**src/rtl/float_decode_stage.sv**
```systemverilog
// Registered RV32F/RV32D floating-point decode stage: decodes OP-FP and R4 fused
// multiply-add words into FPU unit selects and micro-ops, behind a 2-entry skid queue.
module float_decode_stage #(
  parameter bit          ENABLE_DOUBLE = 1'b0,
  parameter bit          ENABLE_FMA    = 1'b1,
  parameter int unsigned CNT_WIDTH     = 16
) (
  input  logic                 clk_i,
  input  logic                 rst_i,
  input  logic                 flush_i,
  input  logic                 instr_valid_i,
  input  logic [31:0]          instr_i,
  output logic                 instr_ready_o,
  input  logic [2:0]           frm_i,
  output logic                 issue_valid_o,
  input  logic                 issue_ready_i,
  output logic [3:1][4:0]      reg_src_o,
  output logic [4:0]           reg_dest_o,
  output logic                 is_double_o,
  output logic [2:0]           rm_o,
  output logic [5:0]           unit_valid_o,
  output logic [4:0]           op_o,
  output logic                 is_signed_o,
  output logic                 flag_o,
  output logic                 exception_generated_o,
  output logic [CNT_WIDTH-1:0] illegal_count_o
);

  localparam logic [6:0] OPC_OP_FP = 7'b1010011;

  localparam logic [5:0] U_ADD = 6'b000001;
  localparam logic [5:0] U_MUL = 6'b000010;
  localparam logic [5:0] U_CMP = 6'b000100;
  localparam logic [5:0] U_MIS = 6'b001000;
  localparam logic [5:0] U_CVT = 6'b010000;
  localparam logic [5:0] U_FMA = 6'b100000;

  localparam logic [4:0] OP_FADD   = 5'd1;
  localparam logic [4:0] OP_FSUB   = 5'd2;
  localparam logic [4:0] OP_FMUL   = 5'd3;
  localparam logic [4:0] OP_FMADD  = 5'd4;
  localparam logic [4:0] OP_FSGNJ  = 5'd8;
  localparam logic [4:0] OP_FSGNJN = 5'd9;
  localparam logic [4:0] OP_FSGNJX = 5'd10;
  localparam logic [4:0] OP_FMIN   = 5'd11;
  localparam logic [4:0] OP_FMAX   = 5'd12;
  localparam logic [4:0] OP_FEQ    = 5'd13;
  localparam logic [4:0] OP_FLT    = 5'd14;
  localparam logic [4:0] OP_FLE    = 5'd15;
  localparam logic [4:0] OP_FCLASS = 5'd16;
  localparam logic [4:0] OP_FMV_XW = 5'd17;
  localparam logic [4:0] OP_FMV_WX = 5'd18;
  localparam logic [4:0] OP_F2I    = 5'd19;
  localparam logic [4:0] OP_I2F    = 5'd20;
  localparam logic [4:0] OP_F2F    = 5'd21;

  typedef struct packed {
    logic [4:0] rs1;
    logic [4:0] rs2;
    logic [4:0] rs3;
    logic [4:0] rd;
    logic       is_double;
    logic [2:0] rm;
    logic [5:0] unit;
    logic [4:0] op;
    logic       is_signed;
    logic       flag;
    logic       exc;
  } entry_t;

  logic [6:0] opcode;
  logic [2:0] funct3;
  logic [4:0] funct5;
  logic [1:0] fmt;
  logic [4:0] rs2;
  logic       fmt_ok;
  logic       is_r4;

  assign opcode = instr_i[6:0];
  assign funct3 = instr_i[14:12];
  assign funct5 = instr_i[31:27];
  assign fmt    = instr_i[26:25];
  assign rs2    = instr_i[24:20];
  assign fmt_ok = (fmt == 2'b00) || ((fmt == 2'b01) && ENABLE_DOUBLE);
  // The four fused multiply-add opcodes differ only in bits [3:2].
  assign is_r4  = (opcode[6:4] == 3'b100) && (opcode[1:0] == 2'b11);

  entry_t     dec;
  logic       legal;
  logic       use_rm;
  logic [2:0] rm_res;

  assign rm_res = (funct3 == 3'b111) ? frm_i : funct3;

  always_comb begin
    // NOTE: every variable gets a default before any branch so no path leaves it
    // unassigned, which would otherwise infer a latch.
    dec     = '0;
    legal   = 1'b0;
    use_rm  = 1'b0;
    dec.rs1 = instr_i[19:15];
    dec.rs2 = rs2;
    dec.rd  = instr_i[11:7];

    if (opcode == OPC_OP_FP) begin
      legal = fmt_ok;
      case (funct5)
        5'b00000: begin dec.unit = U_ADD; dec.op = OP_FADD; use_rm = 1'b1; end
        5'b00001: begin dec.unit = U_ADD; dec.op = OP_FSUB; use_rm = 1'b1; end
        5'b00010: begin dec.unit = U_MUL; dec.op = OP_FMUL; use_rm = 1'b1; end
        5'b00100: begin
          dec.unit = U_MIS;
          case (funct3)
            3'b000:  dec.op = OP_FSGNJ;
            3'b001:  dec.op = OP_FSGNJN;
            3'b010:  dec.op = OP_FSGNJX;
            default: legal = 1'b0;
          endcase
        end
        5'b00101: begin
          dec.unit = U_CMP;
          case (funct3)
            3'b000:  dec.op = OP_FMIN;
            3'b001:  dec.op = OP_FMAX;
            default: legal = 1'b0;
          endcase
        end
        5'b10100: begin
          dec.unit = U_CMP;
          dec.flag = 1'b1;
          case (funct3)
            3'b010:  dec.op = OP_FEQ;
            3'b001:  dec.op = OP_FLT;
            3'b000:  dec.op = OP_FLE;
            default: legal = 1'b0;
          endcase
        end
        5'b11100: begin
          dec.unit = U_MIS;
          if (rs2 == 5'd0 && funct3 == 3'b001)                     dec.op = OP_FCLASS;
          else if (rs2 == 5'd0 && funct3 == 3'b000 && fmt == 2'b00) dec.op = OP_FMV_XW;
          else                                                      legal  = 1'b0;
        end
        5'b11110: begin
          dec.unit = U_MIS;
          dec.op   = OP_FMV_WX;
          if (!(rs2 == 5'd0 && funct3 == 3'b000 && fmt == 2'b00)) legal = 1'b0;
        end
        5'b11000, 5'b11010: begin
          dec.unit      = U_CVT;
          dec.op        = funct5[1] ? OP_I2F : OP_F2I;
          dec.is_signed = !rs2[0];
          use_rm        = 1'b1;
          if (rs2[4:1] != 4'd0) legal = 1'b0;
        end
        5'b01000: begin
          dec.unit = U_CVT;
          dec.op   = OP_F2F;
          use_rm   = 1'b1;
          if (!(ENABLE_DOUBLE && ((rs2 == 5'd1 && fmt == 2'b00) ||
                                  (rs2 == 5'd0 && fmt == 2'b01)))) legal = 1'b0;
        end
        default: legal = 1'b0;
      endcase
    end else if (ENABLE_FMA && is_r4) begin
      legal    = fmt_ok;
      dec.rs3  = instr_i[31:27];
      dec.unit = U_FMA;
      dec.op   = OP_FMADD + {3'b000, opcode[3:2]};
      use_rm   = 1'b1;
    end

    // Reserved rounding modes are only reachable through the dynamic frm path
    // or an explicit 101/110 funct3, and either way the instruction traps.
    if (use_rm) begin
      dec.rm = rm_res;
      if (rm_res[2] && (rm_res[1] || rm_res[0])) legal = 1'b0;
    end
    dec.is_double = (fmt == 2'b01);

    if (!legal) begin
      dec.unit      = '0;
      dec.op        = '0;
      dec.is_signed = 1'b0;
      dec.flag      = 1'b0;
      dec.rm        = '0;
      dec.is_double = 1'b0;
      dec.exc       = 1'b1;
    end
  end

  logic [1:0]           count_q, count_d;
  entry_t               head_q, head_d;
  entry_t               tail_q, tail_d;
  logic [CNT_WIDTH-1:0] cnt_q, cnt_d;
  logic                 accept;
  logic                 pop;

  assign instr_ready_o = (count_q != 2'd2);
  assign issue_valid_o = (count_q != 2'd0);
  assign accept        = instr_valid_i && instr_ready_o && !flush_i;
  assign pop           = issue_valid_o && issue_ready_i;

  always_comb begin
    count_d = count_q;
    head_d  = head_q;
    tail_d  = tail_q;
    cnt_d   = cnt_q;

    if (flush_i) begin
      count_d = 2'd0;
    end else begin
      case ({accept, pop})
        2'b10: begin
          if (count_q == 2'd0) head_d = dec;
          else                 tail_d = dec;
          count_d = count_q + 2'd1;
        end
        2'b01: begin
          head_d  = tail_q;
          count_d = count_q - 2'd1;
        end
        // Accept implies count<2 and pop implies count>0, so count is 1 here.
        2'b11:   head_d = dec;
        default: ;
      endcase
    end

    if (accept && dec.exc && (cnt_q != '1)) cnt_d = cnt_q + CNT_WIDTH'(1);
  end

  always_ff @(posedge clk_i) begin
    // NOTE: sequential state uses non-blocking assignments so every flop samples
    // the pre-edge values regardless of statement order.
    if (rst_i) begin
      count_q <= 2'd0;
      cnt_q   <= '0;
    end else begin
      count_q <= count_d;
      cnt_q   <= cnt_d;
    end
  end

  // NOTE: queue payload storage is deliberately not reset; outputs are masked by
  // issue_valid_o, so stale contents are never visible.
  always_ff @(posedge clk_i) begin
    head_q <= head_d;
    tail_q <= tail_d;
  end

  entry_t out;
  assign out = issue_valid_o ? head_q : '0;

  assign reg_src_o[1]          = out.rs1;
  assign reg_src_o[2]          = out.rs2;
  assign reg_src_o[3]          = out.rs3;
  assign reg_dest_o            = out.rd;
  assign is_double_o           = out.is_double;
  assign rm_o                  = out.rm;
  assign unit_valid_o          = out.unit;
  assign op_o                  = out.op;
  assign is_signed_o           = out.is_signed;
  assign flag_o                = out.flag;
  assign exception_generated_o = out.exc;
  assign illegal_count_o       = cnt_q;

endmodule

```
**config.mk**
```make
export PLATFORM = sky130hd
export DESIGN_NAME = float_decode_stage
export DESIGN_NICKNAME = d
export VERILOG_FILES = /design/src/rtl/float_decode_stage.sv
export SDC_FILE = /design/constraint.sdc
export NUM_CORES = 1
export LEC_CHECK = 0
export CAP_MARGIN = 20
export CORE_ASPECT_RATIO = 1.75
export CORE_MARGIN = 2
export CORE_UTILIZATION = 55
export CTS_BUF_LIST = sky130_fd_sc_hd__clkbuf_4
export DETAILED_ROUTE_END_ITERATION = 8
export GPL_TIMING_DRIVEN = 1
export PLACE_DENSITY = 0.9
export SLEW_MARGIN = 0
export SYNTH_ARGS = -nofsm -noshare
export SYNTH_HDL_FRONTEND = slang
export SYNTH_SLANG_ARGS = --single-unit
export TNS_END_PERCENT = 1
```
**constraint.sdc**
```tcl
create_clock -name clk_i -period 10.2 [get_ports clk_i]
set_input_delay 1.53 -clock clk_i [delete_from_list [all_inputs] [get_ports clk_i]]
set_output_delay 1.53 -clock clk_i [all_outputs]
set_load 0.1 [all_outputs]
```
==> qor.log <==
[worst_setup_path] number of cell instances on the worst register-to-register path 5
[die] io pins 96
[cells_and_area] signed area change from the synthesized netlist to the final layout 24.0%
[logic_synthesis] asr flop ratio synth 0
[timing] share of the clock period used by the worst path after layout 0.416
[die] initial core utilization 0.565
[worst_setup_path] critical path required time 8670 ps
[worst_setup_path] type of element launching the critical path register
[worst_setup_path] Setup crit end kind primary output
[die] die height 129 um
[cts] clock-pin slew reported for the worst setup and hold paths after clock tree synthesis 120 ps
[logic_synthesis] Post-synth EDFFs 76
[routing] wire per inst 16.4 um
[timing] Worst Tran Pin Value 1060 ps
[die] area enclosed by the die boundary 9700 um^2
[cells_and_area] most frequent standard cell in the layout excluding fill and tap cells sky130_fd_sc_hd__clkdlybuf4s50_1
[worst_setup_path] startpoint of the lowest-slack register-to-register path count_q[0]
[worst_setup_path] terminus of the critical flop-to-flop path head_q[28]
[cells_and_area] share of cells above drive strength 1 0.119
[worst_setup_path] register-to-register path setup slack 7420 ps
[pwr] Leak 1.98 nW
[cts] maximum clock insertion buffer count 2
[routing] Total Routed Length 10400 um
[place] Final HPWL DP 7310 um
[logic_synthesis] synthesized instance count 430
[cells_and_area] most frequent cells in the layout 95 x sky130_fd_sc_hd__clkdlybuf4s50_1, 76 x sky130_fd_sc_hd__edfxtp_1, 44 x sky130_fd_sc_hd__and2_1
[cts] clock latency of the later-clocked register in the worst-skew pair 440 ps
[logic_synthesis] Yosys top cell by area sky130_fd_sc_hd__edfxtp_1
[logic_synthesis] share of Yosys cell area claimed by the top area cell type 0.466
[cts] number of buffers created by CTS 9
[grt] number of global-route vias before repair 3424
[worst_setup_path] largest fanout on the critical path 41
[routing] routed wl met3 406 um
[die] standard-cell rows 45
[flow_run] Max Cap Viol 0
[pwr] overall power after layout 745 uW
[logic_synthesis] Synth cell types 58
[cts] Root Buffer sky130_fd_sc_hd__clkbuf_4
[cts] Max H-tree Level 3
[logic_synthesis] Top FF cell, synth sky130_fd_sc_hd__edfxtp_1
[grt] total routing usage reported by global routing 0.223
[cts] number of gates resized after CTS 0
[die] placeable core area 8670 um^2
[logic_synthesis] share of synthesized area occupied by flip-flops and latches 0.540
[cts] clock tree from TritonCTS built
[timing] final count of negative-setup-slack endpoints 0
[timing] skew final 16.1 ps
[timing] worst slew margin relative to its limit 0.295
[routing] number of routed nets with antenna violations 0
[routing] vias per inst 5.64
[grt] number of antenna violations at the first check in global routing 1
[timing] final sum of negative setup slack 0 ps
[pwr] maximum vdd drop 0.0682 mV
[grt] wire length of the first global-routing pass 16600 um
[place] final RePlAce weighted congestion 0.930
[worst_setup_path] CP Class register to primary output
[cts] number of sinks handled by clock tree synthesis 94
[timing] pins over their slew limit 0
[hold_path] hold_sp tail_q[7]
[logic_synthesis] count of synthesis-stage warnings from yosys 0
[routing] Highest Signal Layer met4
[routing] met2 routed WL 5560 um
[logic_synthesis] leading post-synthesis cells by cell area sky130_fd_sc_hd__edfxtp_1 47%, sky130_fd_sc_hd__dfxtp_1 7.4%, sky130_fd_sc_hd__mux2_2 6.9%, sky130_fd_sc_hd__and2_1 5.6%, sky130_fd_sc_hd__mux2_1 2.8%
[routing] Met1 Routed Length 4140 um
[grt] grt total ovfl 0
[place] IO Port Bufs 95
[routing] DRC 0
[die] Chip Width 75.3 um
[routing] number of design-rule violations left by the first detailed-router iteration 276
[routing] total iterations of the first detailed-routing run 7
[logic_synthesis] synthesized area per cell 11.4 um^2
[outcome] run status finished, final reports clean
[timing] highest clock rate 0.235 GHz
[hold_path] class of the worst hold path register to register
[hold_path] Endpoint, Worst Hold head_q[7]
[cts] Post-CTS Setup Inserts 0
[logic_synthesis] netlist area before placement 4900 um^2
[logic_synthesis] number of nets in the synthesized netlist 474
[timing] hold violation count in the final report 0
[logic_synthesis] Synth Register Bits 94
[hold_path] Min-Delay Path Depth 2
[timing] unrepaired setup endpoints after global routing no
[grt] largest net degree at the start of global routing 50
[cells_and_area] final net count 554
[pwr] PD cells 123 nW/um^2
[timing] Min Clock Period, post-route 4250 ps
[worst_setup_path] arrival time of data at the critical path endpoint 2720 ps
[cts] number of hold buffers added after cts 0
[routing] via count 3562
Yosys cell counts, types with 2 or more instances:
| library cell | instances |
|---|---|
| sky130_fd_sc_hd__edfxtp_1 | 76 |
| sky130_fd_sc_hd__and2_1 | 44 |
| sky130_fd_sc_hd__nor2_1 | 33 |
| sky130_fd_sc_hd__mux2_2 | 30 |
| sky130_fd_sc_hd__nand2_1 | 29 |
| sky130_fd_sc_hd__clkbuf_1 | 21 |
| sky130_fd_sc_hd__nor2b_1 | 19 |
| sky130_fd_sc_hd__dfxtp_1 | 18 |
| sky130_fd_sc_hd__nand3_1 | 13 |
| sky130_fd_sc_hd__mux2_1 | 12 |
| sky130_fd_sc_hd__a211oi_1 | 11 |
| sky130_fd_sc_hd__nor3_1 | 10 |
| sky130_fd_sc_hd__o21ai_0 | 10 |
| sky130_fd_sc_hd__o31ai_1 | 10 |
| sky130_fd_sc_hd__inv_1 | 8 |
| sky130_fd_sc_hd__nand2b_1 | 7 |
| sky130_fd_sc_hd__a21oi_1 | 5 |
| sky130_fd_sc_hd__nand4_1 | 5 |
| sky130_fd_sc_hd__ha_1 | 4 |
| sky130_fd_sc_hd__o32ai_1 | 4 |
| sky130_fd_sc_hd__and3_1 | 3 |
| sky130_fd_sc_hd__and4_1 | 3 |
| sky130_fd_sc_hd__buf_1 | 3 |
| sky130_fd_sc_hd__buf_2 | 3 |
| sky130_fd_sc_hd__or3_1 | 3 |
| sky130_fd_sc_hd__xor2_1 | 3 |
| sky130_fd_sc_hd__a31oi_1 | 2 |
| sky130_fd_sc_hd__a41o_1 | 2 |
| sky130_fd_sc_hd__buf_4 | 2 |
| sky130_fd_sc_hd__mux2i_1 | 2 |
| sky130_fd_sc_hd__nand3b_1 | 2 |
| sky130_fd_sc_hd__nand4b_1 | 2 |
| sky130_fd_sc_hd__nor3b_1 | 2 |
| sky130_fd_sc_hd__nor4_1 | 2 |
| sky130_fd_sc_hd__o2bb2ai_1 | 2 |
| sky130_fd_sc_hd__o31ai_2 | 2 |
| sky130_fd_sc_hd__or4_1 | 2 |
worst max-delay path by stage:
stage	endpoint	slack, ps	from
global route	reg_dest_o[1]	5790	count_q[0]
CTS	reg_dest_o[1]	5900	count_q[0]
finish	reg_src_o[5]	5950	count_q[0]
floorplan	head_q[0]	4880	count_q[0]
global placement	head_q[0]	5840	instr_i[28]
detailed placement	head_q[0]	5740	instr_i[28]
logic make-up (layout without fill, tap and decap cells):
group	Yosys count	in the layout	synth area share
mux	44	44	0.101
fa+ha+maj	4	4	0.0102
buf+inv	37	121	0.0307
other cells	1	2	0.000766
compound gates	60	60	0.102
simple gates	186	186	0.209
xor+xnor	4	4	0.00716
flops	94	94	0.540
stage by stage:
stage          utilization  hold slack [ps]  std cells  instance area [um^2]  worst slack [ps]
6_report             0.700              542        632                  6070              5950
5_1_grt              0.700              574        632                  6070              5790
4_1_cts              0.694              543        629                  6020              5900
3_5_place_dp         0.680              512        614                  5900              5740
3_3_place_gp         0.680              505        614                  5900              5840
2_1_floorplan            -              498        430                  4900              4880
worst max-delay path: stages, from the launching register on:
cell                              delay (ps)
sky130_fd_sc_hd__dfxtp_1                 410
sky130_fd_sc_hd__or2_2                   500
sky130_fd_sc_hd__and2_1                  220
sky130_fd_sc_hd__clkdlybuf4s50_1        1130
metal layers:
metal	up-vias	track usage
met5	-	0
met4	0	0.0991
met1	1687	0.276
li1	1739	-
met2	112	0.376
met3	24	0.0360
sequential cells by signal, summed over array words and instances, names as in the netlist:
name             flops
illegal_count_o     16
tail_q              38
count_q              2
head_q              38
cell type report:
cell class              instances  area [um^2]
flip-flops and latches         94         2640
multi-input cells             299         2120
diodes                          1         2.50
inverters                       8         30.0
clock inverters                 5         50.0
clock buffers                  10         75.1
well taps                     117          146
fillers                       681         2600
repair buffers                 98         1010
power by group:
part / internal, mW / switching, mW / leakage (nW)
combinational: 0.0421 / 0.0866 / 1.12
sequential: 0.422 / 0.00243 / 0.794
clock: 0.0749 / 0.118 / 0.0694
Note: power is estimated with default switching activity, not from simulation.
